**config.mk**
```make
export PLATFORM = sky130hd
export DESIGN_NAME = mux_nway_rr_flat
export DESIGN_NICKNAME = d
export VERILOG_FILES = /design/src/rtl/mux_nway_rr_pkg.sv /design/src/rtl/mux_nway_rr_if.sv /design/src/rtl/mux_nway_rr_rr_pick.sv /design/src/rtl/mux_nway_rr.sv /design/src/flat_wrapper.sv
export SDC_FILE = /design/constraint.sdc
export NUM_CORES = 1
export LEC_CHECK = 0
export ABC_AREA = 1
export CAP_MARGIN = 40
export CORE_MARGIN = 5
export CORE_UTILIZATION = 30
export CTS_CLUSTER_SIZE = 12
export DETAILED_ROUTE_END_ITERATION = 7
export PLACE_DENSITY = 0.78
export RECOVER_POWER = 50
export REMOVE_ABC_BUFFERS = 1
export SYNTH_ARGS = -nofsm -noshare
export SYNTH_HDL_FRONTEND = slang
export SYNTH_HIERARCHICAL = 1
export SYNTH_SLANG_ARGS = --single-unit
```
**constraint.sdc**
```tcl
create_clock -name clk -period 7.9 [get_ports clk]
set_input_delay 2.37 -clock clk [delete_from_list [all_inputs] [get_ports clk]]
set_output_delay 2.37 -clock clk [all_outputs]
set_load 0.03 [all_outputs]
```
**src/rtl/mux_nway_rr_pkg.sv**
```systemverilog
// Shared constants and elaboration helpers for the N-way registered mux.
package mux_pkg;

   localparam logic MODE_SEL = 1'b0;
   localparam logic MODE_RR  = 1'b1;

   // Smallest r with 2**r >= v; used to check that SEL_W can index N channels.
   function automatic int unsigned clog2(input int unsigned v);
      int unsigned r;
      r = 0;
      for (int unsigned i = 0; i < 32; i++) begin
         if ((64'd1 << i) < 64'(v)) r = i + 1;
      end
      return r;
   endfunction

endpackage

```
**src/rtl/mux_nway_rr_if.sv**
```systemverilog
// Producer/consumer bus of the N-way mux: flattened inputs, handshakes,
// selection controls and the registered output.
interface mux_nway_rr_if #(
   parameter int unsigned WIDTH = 32,
   parameter int unsigned N     = 4,
   parameter int unsigned SEL_W = 2
);
   logic                 mode;
   logic [SEL_W-1:0]     sel;
   logic [N*WIDTH-1:0]   in_data;
   logic [N-1:0]         in_valid;
   logic [N-1:0]         in_ready;
   logic [WIDTH-1:0]     out_data;
   logic [SEL_W-1:0]     out_chan;
   logic                 out_valid;
   logic                 out_ready;

   modport master (
      output mode, sel, in_data, in_valid, out_ready,
      input  in_ready, out_data, out_chan, out_valid
   );

   modport slave (
      input  mode, sel, in_data, in_valid, out_ready,
      output in_ready, out_data, out_chan, out_valid
   );
endinterface

```
**src/rtl/mux_nway_rr_rr_pick.sv**
```systemverilog
// Combinational rotate-priority picker: first requester at or after ptr,
// wrapping modulo N (not 2**SEL_W).
module rr_pick #(
   parameter int unsigned N     = 4,
   parameter int unsigned SEL_W = 2
) (
   input  logic [N-1:0]     req,
   input  logic [SEL_W-1:0] ptr,
   output logic [SEL_W-1:0] gnt_idx,
   output logic             gnt_valid
);

   int unsigned cand;

   // Walk offsets 0..N-1 from ptr; the first asserted request wins.
   always_comb begin
      gnt_idx   = '0;
      gnt_valid = 1'b0;
      cand      = 0;
      for (int unsigned k = 0; k < N; k++) begin
         cand = 32'(ptr) + k;
         if (cand >= N) cand = cand - N;
         for (int unsigned j = 0; j < N; j++) begin
            if (!gnt_valid && cand == j && req[j]) begin
               gnt_valid = 1'b1;
               gnt_idx   = SEL_W'(j);
            end
         end
      end
   end

endmodule

```
**src/rtl/mux_nway_rr.sv**
```systemverilog
// N-channel registered multiplexer with valid/ready handshakes and either
// explicit-select or round-robin arbitration.
// Optional grant counter port enabled by defining MUX_GRANT_CNT_EN.
module mux_nway_rr
   import mux_pkg::*;
#(
   parameter int unsigned WIDTH = 32,
   parameter int unsigned N     = 4,
   parameter int unsigned SEL_W = 2,
   parameter int unsigned CNT_W = 16
) (
   input  logic             clk,
   input  logic             reset,
   mux_nway_rr_if.slave     bus
`ifdef MUX_GRANT_CNT_EN
   ,
   output logic [CNT_W-1:0] grant_cnt
`endif
);

   generate
      if (N < 2 || N > 16 || clog2(N) > SEL_W || CNT_W < 1) begin : g_param_check
         $error("mux_nway_rr: illegal parameter combination");
      end
   endgenerate

   logic             load_en;
   logic             grant_valid;
   logic             sel_valid;
   logic             rr_valid;
   logic             xfer;
   logic [SEL_W-1:0] grant;
   logic [SEL_W-1:0] rr_idx;
   logic [SEL_W-1:0] ptr;
   logic [WIDTH-1:0] grant_data;
   logic [WIDTH-1:0] data_q;
   logic [SEL_W-1:0] chan_q;
   logic             valid_q;

   // The register refills in the same cycle it drains.
   assign load_en = !valid_q || bus.out_ready;
   assign xfer    = load_en && grant_valid && !reset;

   rr_pick #(.N(N), .SEL_W(SEL_W)) u_rr_pick (
      .req       (bus.in_valid),
      .ptr       (ptr),
      .gnt_idx   (rr_idx),
      .gnt_valid (rr_valid)
   );

   // Explicit select: only indices below N can ever be granted.
   always_comb begin
      sel_valid = 1'b0;
      for (int unsigned i = 0; i < N; i++) begin
         if (bus.sel == SEL_W'(i)) sel_valid = bus.in_valid[i];
      end
   end

   // Choose the grant source by mode.
   always_comb begin
      grant       = bus.sel;
      grant_valid = sel_valid;
      if (bus.mode == MODE_RR) begin
         grant       = rr_idx;
         grant_valid = rr_valid;
      end
   end

   // One-hot ready to the granted channel and its data onto the load path.
   always_comb begin
      bus.in_ready = '0;
      grant_data   = '0;
      for (int unsigned i = 0; i < N; i++) begin
         if (grant == SEL_W'(i)) begin
            bus.in_ready[i] = xfer;
            grant_data      = bus.in_data[i*WIDTH +: WIDTH];
         end
      end
   end

   // Output register and round-robin pointer; a stall freezes both.
   always_ff @(posedge clk) begin
      if (reset) begin
         data_q  <= '0;
         chan_q  <= '0;
         valid_q <= 1'b0;
         ptr     <= '0;
      end else if (load_en) begin
         if (grant_valid) begin
            data_q  <= grant_data;
            chan_q  <= grant;
            valid_q <= 1'b1;
            if (bus.mode == MODE_RR)
               ptr <= (grant == SEL_W'(N-1)) ? '0 : grant + SEL_W'(1);
         end else begin
            valid_q <= 1'b0;
         end
      end
   end

   assign bus.out_data  = data_q;
   assign bus.out_chan  = chan_q;
   assign bus.out_valid = valid_q;

`ifdef MUX_GRANT_CNT_EN
   // Saturating count of input transfers.
   always_ff @(posedge clk) begin
      if (reset)
         grant_cnt <= '0;
      else if (xfer && grant_cnt != '1)
         grant_cnt <= grant_cnt + CNT_W'(1);
   end
`endif

endmodule

```
**src/flat_wrapper.sv**
```systemverilog
// flat-port wrapper written by rule: the top's interface ports become plain ports
module mux_nway_rr_flat import mux_pkg::*;
#(
   parameter int unsigned WIDTH = 32,
   parameter int unsigned N     = 4,
   parameter int unsigned SEL_W = 2,
   parameter int unsigned CNT_W = 16
)
  (clk, reset, bus_mode, bus_sel, bus_in_data, bus_in_valid, bus_out_ready, bus_in_ready, bus_out_data, bus_out_chan, bus_out_valid);
  mux_nway_rr_if #(.WIDTH(WIDTH), .N(N), .SEL_W(SEL_W)) bus_i ();
  input  logic clk;
  input  logic reset;
  input wire logic [$bits(bus_i.mode)-1:0] bus_mode;
  input wire logic [$bits(bus_i.sel)-1:0] bus_sel;
  input wire logic [$bits(bus_i.in_data)-1:0] bus_in_data;
  input wire logic [$bits(bus_i.in_valid)-1:0] bus_in_valid;
  input wire logic [$bits(bus_i.out_ready)-1:0] bus_out_ready;
  output wire logic [$bits(bus_i.in_ready)-1:0] bus_in_ready;
  output wire logic [$bits(bus_i.out_data)-1:0] bus_out_data;
  output wire logic [$bits(bus_i.out_chan)-1:0] bus_out_chan;
  output wire logic [$bits(bus_i.out_valid)-1:0] bus_out_valid;
  assign bus_i.mode = bus_mode;
  assign bus_i.sel = bus_sel;
  assign bus_i.in_data = bus_in_data;
  assign bus_i.in_valid = bus_in_valid;
  assign bus_i.out_ready = bus_out_ready;
  assign bus_in_ready = bus_i.in_ready;
  assign bus_out_data = bus_i.out_data;
  assign bus_out_chan = bus_i.out_chan;
  assign bus_out_valid = bus_i.out_valid;
  mux_nway_rr #(.WIDTH(WIDTH), .N(N), .SEL_W(SEL_W), .CNT_W(CNT_W)) u_core (.clk(clk), .reset(reset), .bus(bus_i));
endmodule
```
==> reports/metrics.cfg <==
[run_status]
outcome=complete, but fails checks
violations=max-capacitance violations, max-slew violations

[sta]
hold_violations=0
fmax_mhz=131
tightest_slew_ps=1650
final-setup-viol-count=0
fin_worst_skew_ps=6.28
maxSlewViolCount=42
max_slew_margin=-0.0968
period_minus_slack_ps=7660
fin_crit_sh=0.969
whs_ps=511
setup_tns_ps=0
rsz0062_at_grt=no

[power_and_ir_drop]
pwr-share-comb=0.553
switching_share=0.418
power_switching_uw=380
powerDensity_nw_per_um2=182
clkPwrFrac=0.190
p_leak_uw=0.00240
p_int_uw=529
p_seq_frac=0.257
report.power.total_uw=910
peakVddDrop_mv=0.0884

[route]
vias_per_cell=4.65
dr_wl_met2_um=5690
vias=3898
drc=0
highest_layer=met4
routed-wl-met3_um=807
antenna_left=0
drt_wl_total_um=11400
drtIter0Drc=257
drt_pass1_iterations=4
met1_length_um=4770
routedWlPerCell_um=13.6

[die]
io_pins=177
rows=36
initial_core_util=0.310
dieHeight_um=111
dieArea_sq_um=12300
die_w_um=111
core_sq_um=9820

[synthesis]
ys_types=27
yosysTopAreaCell=nand2_1
synth_seq_cells=37
synthesis.area_sq_um=3040
synthDominantCellAreaShare=0.271
avgSynthCellArea_sq_um=5.62
yosys_warnings=6
synth_cells=542
ys_top_cells_by_area=nand2_1 27%, dfxtp_1 24%, nor2_1 9.4%, o211ai_1 7.9%, inv_1 7.6%
ys_seq_area_frac=0.243

[clocking]
cts-htree-levels=2
cts_resized=0
cts_buffers=5
clk_path_buf_depth=2
clock_sinks=37
worstSkewPairLatency_ps=290
cts_setup_buffers=0
cts_tree=built
cts_hold_buffers=0
clk_pin_slew_ps=70
root_buffer=clkbuf_8

[hold_path]
hp-class=register to register
min_path_cells=4
min_from=u_core/bus.out_data[28]
holdPathEnd=u_core/bus.out_data[28]

[cells_and_area]
antenna_cells=0
syn_to_final_growth_pct=63.8
multi_input_area_sq_um=1860
final_cell_mix=220 x nand2_1, 137 x clkdlybuf4s50_1, 76 x nor2_1
n_fill_cell=991
drive_above_1_share=0.0595
layout_commonest_cell=nand2_1
fin_nets=847
seq_area_sq_um=741

[placed_design]
routabilityCongestion=0.879
numPortBuffers=176
dpl.hpwl_um=8530

[setup_path]
worst_setup_path_start_kind=input pin
worstReg2RegStart=u_core/ptr[1]
reg2reg_depth=25
cp-end-kind=primary output
arrival_ps=5290
cp_max_fo=6
reg2reg_slack_ps=3820
critPathKind=input pin to primary output
r2r-end=u_core/bus.out_data[11]
critical_path_required_ps=5530

[global_routing]
grt.total_usage=0.178
grt_pass1_vias=3816
antenna_found_initial=0
grt_max_degree=42
grt_pass1_wl_um=18500
grt-ovfl-total=0

[run]
maxCapViolCount=1

-- logic make-up (layout without fill, tap and decap cells) --
| logic type | count (synthesis) | count (layout) | share of synthesized area |
|---|---|---|---|
| AND/OR/NAND/NOR | 334 | 334 | 0.453 |
| AO/OA/AOI/OAI | 70 | 70 | 0.141 |
| adder cells (fa/ha/maj) | 4 | 4 | 0.0164 |
| buffers and inverters | 97 | 261 | 0.146 |
| flip-flops | 37 | 37 | 0.243 |
-- Yosys cell counts (all sizes together) --
cell type and instances:
nand4 6, clkinv 2, o21ai 3, inv 63
clkbuf 9, nand2 223, a21oi 35, o211ai 32
dfxtp 37, nand3 12, buf 23, nor3b 1
nor2 82, or2 3, nor3 7, ha 4
-- power by group through the flow --
stage          sequential [uW]  combinational (uW)  clock (uW)
2_1_floorplan              297                 239           0
3_3_place_gp               238                 501           0
3_5_place_dp               240                 512           0
4_1_cts                    235                 514         181
5_1_grt                    238                 558         188
6_report                   234                 503         173
-- metal layers --
metal | up-vias | track usage
met5 | - | 0
met4 | 0 | 0.0402
met3 | 10 | 0.0388
met2 | 167 | 0.326
met1 | 1725 | 0.212
li1 | 1996 | -
-- flip-flops by register name, summed over array words and instances (netlist names) --
signal and flops:
u_core/bus.out_chan 2, u_core/bus.out_data 32, u_core/bus.out_valid 1, u_core/ptr 2
-- critical path: stages --
cell and delay [ps]:
clkdlybuf4s50_1 520, nand3_1 190, nand2_2 80, nor2_4 90, nand4_2 120, nor3_1 270
nand3_1 150, nand2_1 80, nor2_1 40, o21ai_1 100, inv_1 60, nand2_1 50
or2_2 90, o21ai_0 110, buf_4 180, inv_1 80, ha_1 190, clkinv_1 80
nor3_1 220, buf_4 200
-- stage by stage --
| stage | utilization | cells | area, sq um | setup slack [ps] |
|---|---|---|---|---|
| floorplan | - | 510 | 2840 | -484 |
| detailed placement | 0.495 | 831 | 4860 | 28.9 |
| finish | 0.508 | 839 | 4990 | 244 |
| global route | 0.508 | 839 | 4990 | 5.04 |
| global placement | 0.494 | 830 | 4850 | 176 |
| CTS | 0.507 | 839 | 4980 | 28.5 |
-- worst max path at each step --
| stage | from | endpoint | slack [ps] |
|---|---|---|---|
| floorplan | bus_in_valid[3] | bus_in_ready[3] | -480 |
| global placement | bus_in_valid[3] | bus_in_ready[0] | 180 |
| detailed placement | bus_in_valid[2] | bus_in_ready[0] | 30 |
| CTS | bus_in_valid[2] | bus_in_ready[0] | 30 |
| global route | bus_in_valid[2] | bus_in_ready[3] | 5 |
| finish | bus_in_valid[2] | bus_in_ready[3] | 240 |
-- cell type report --
| class | instances | share of cell area |
|---|---|---|
| tap | 133 | 0.0334 |
| multi-input combinational | 408 | 0.374 |
| inverter | 65 | 0.0489 |
| timing repair buffer | 188 | 0.371 |
| clock inverter | 2 | 0.00753 |
| clock buffer | 6 | 0.0166 |
| sequential | 37 | 0.149 |
No activity file was read; power rests on OpenSTA's default activity.
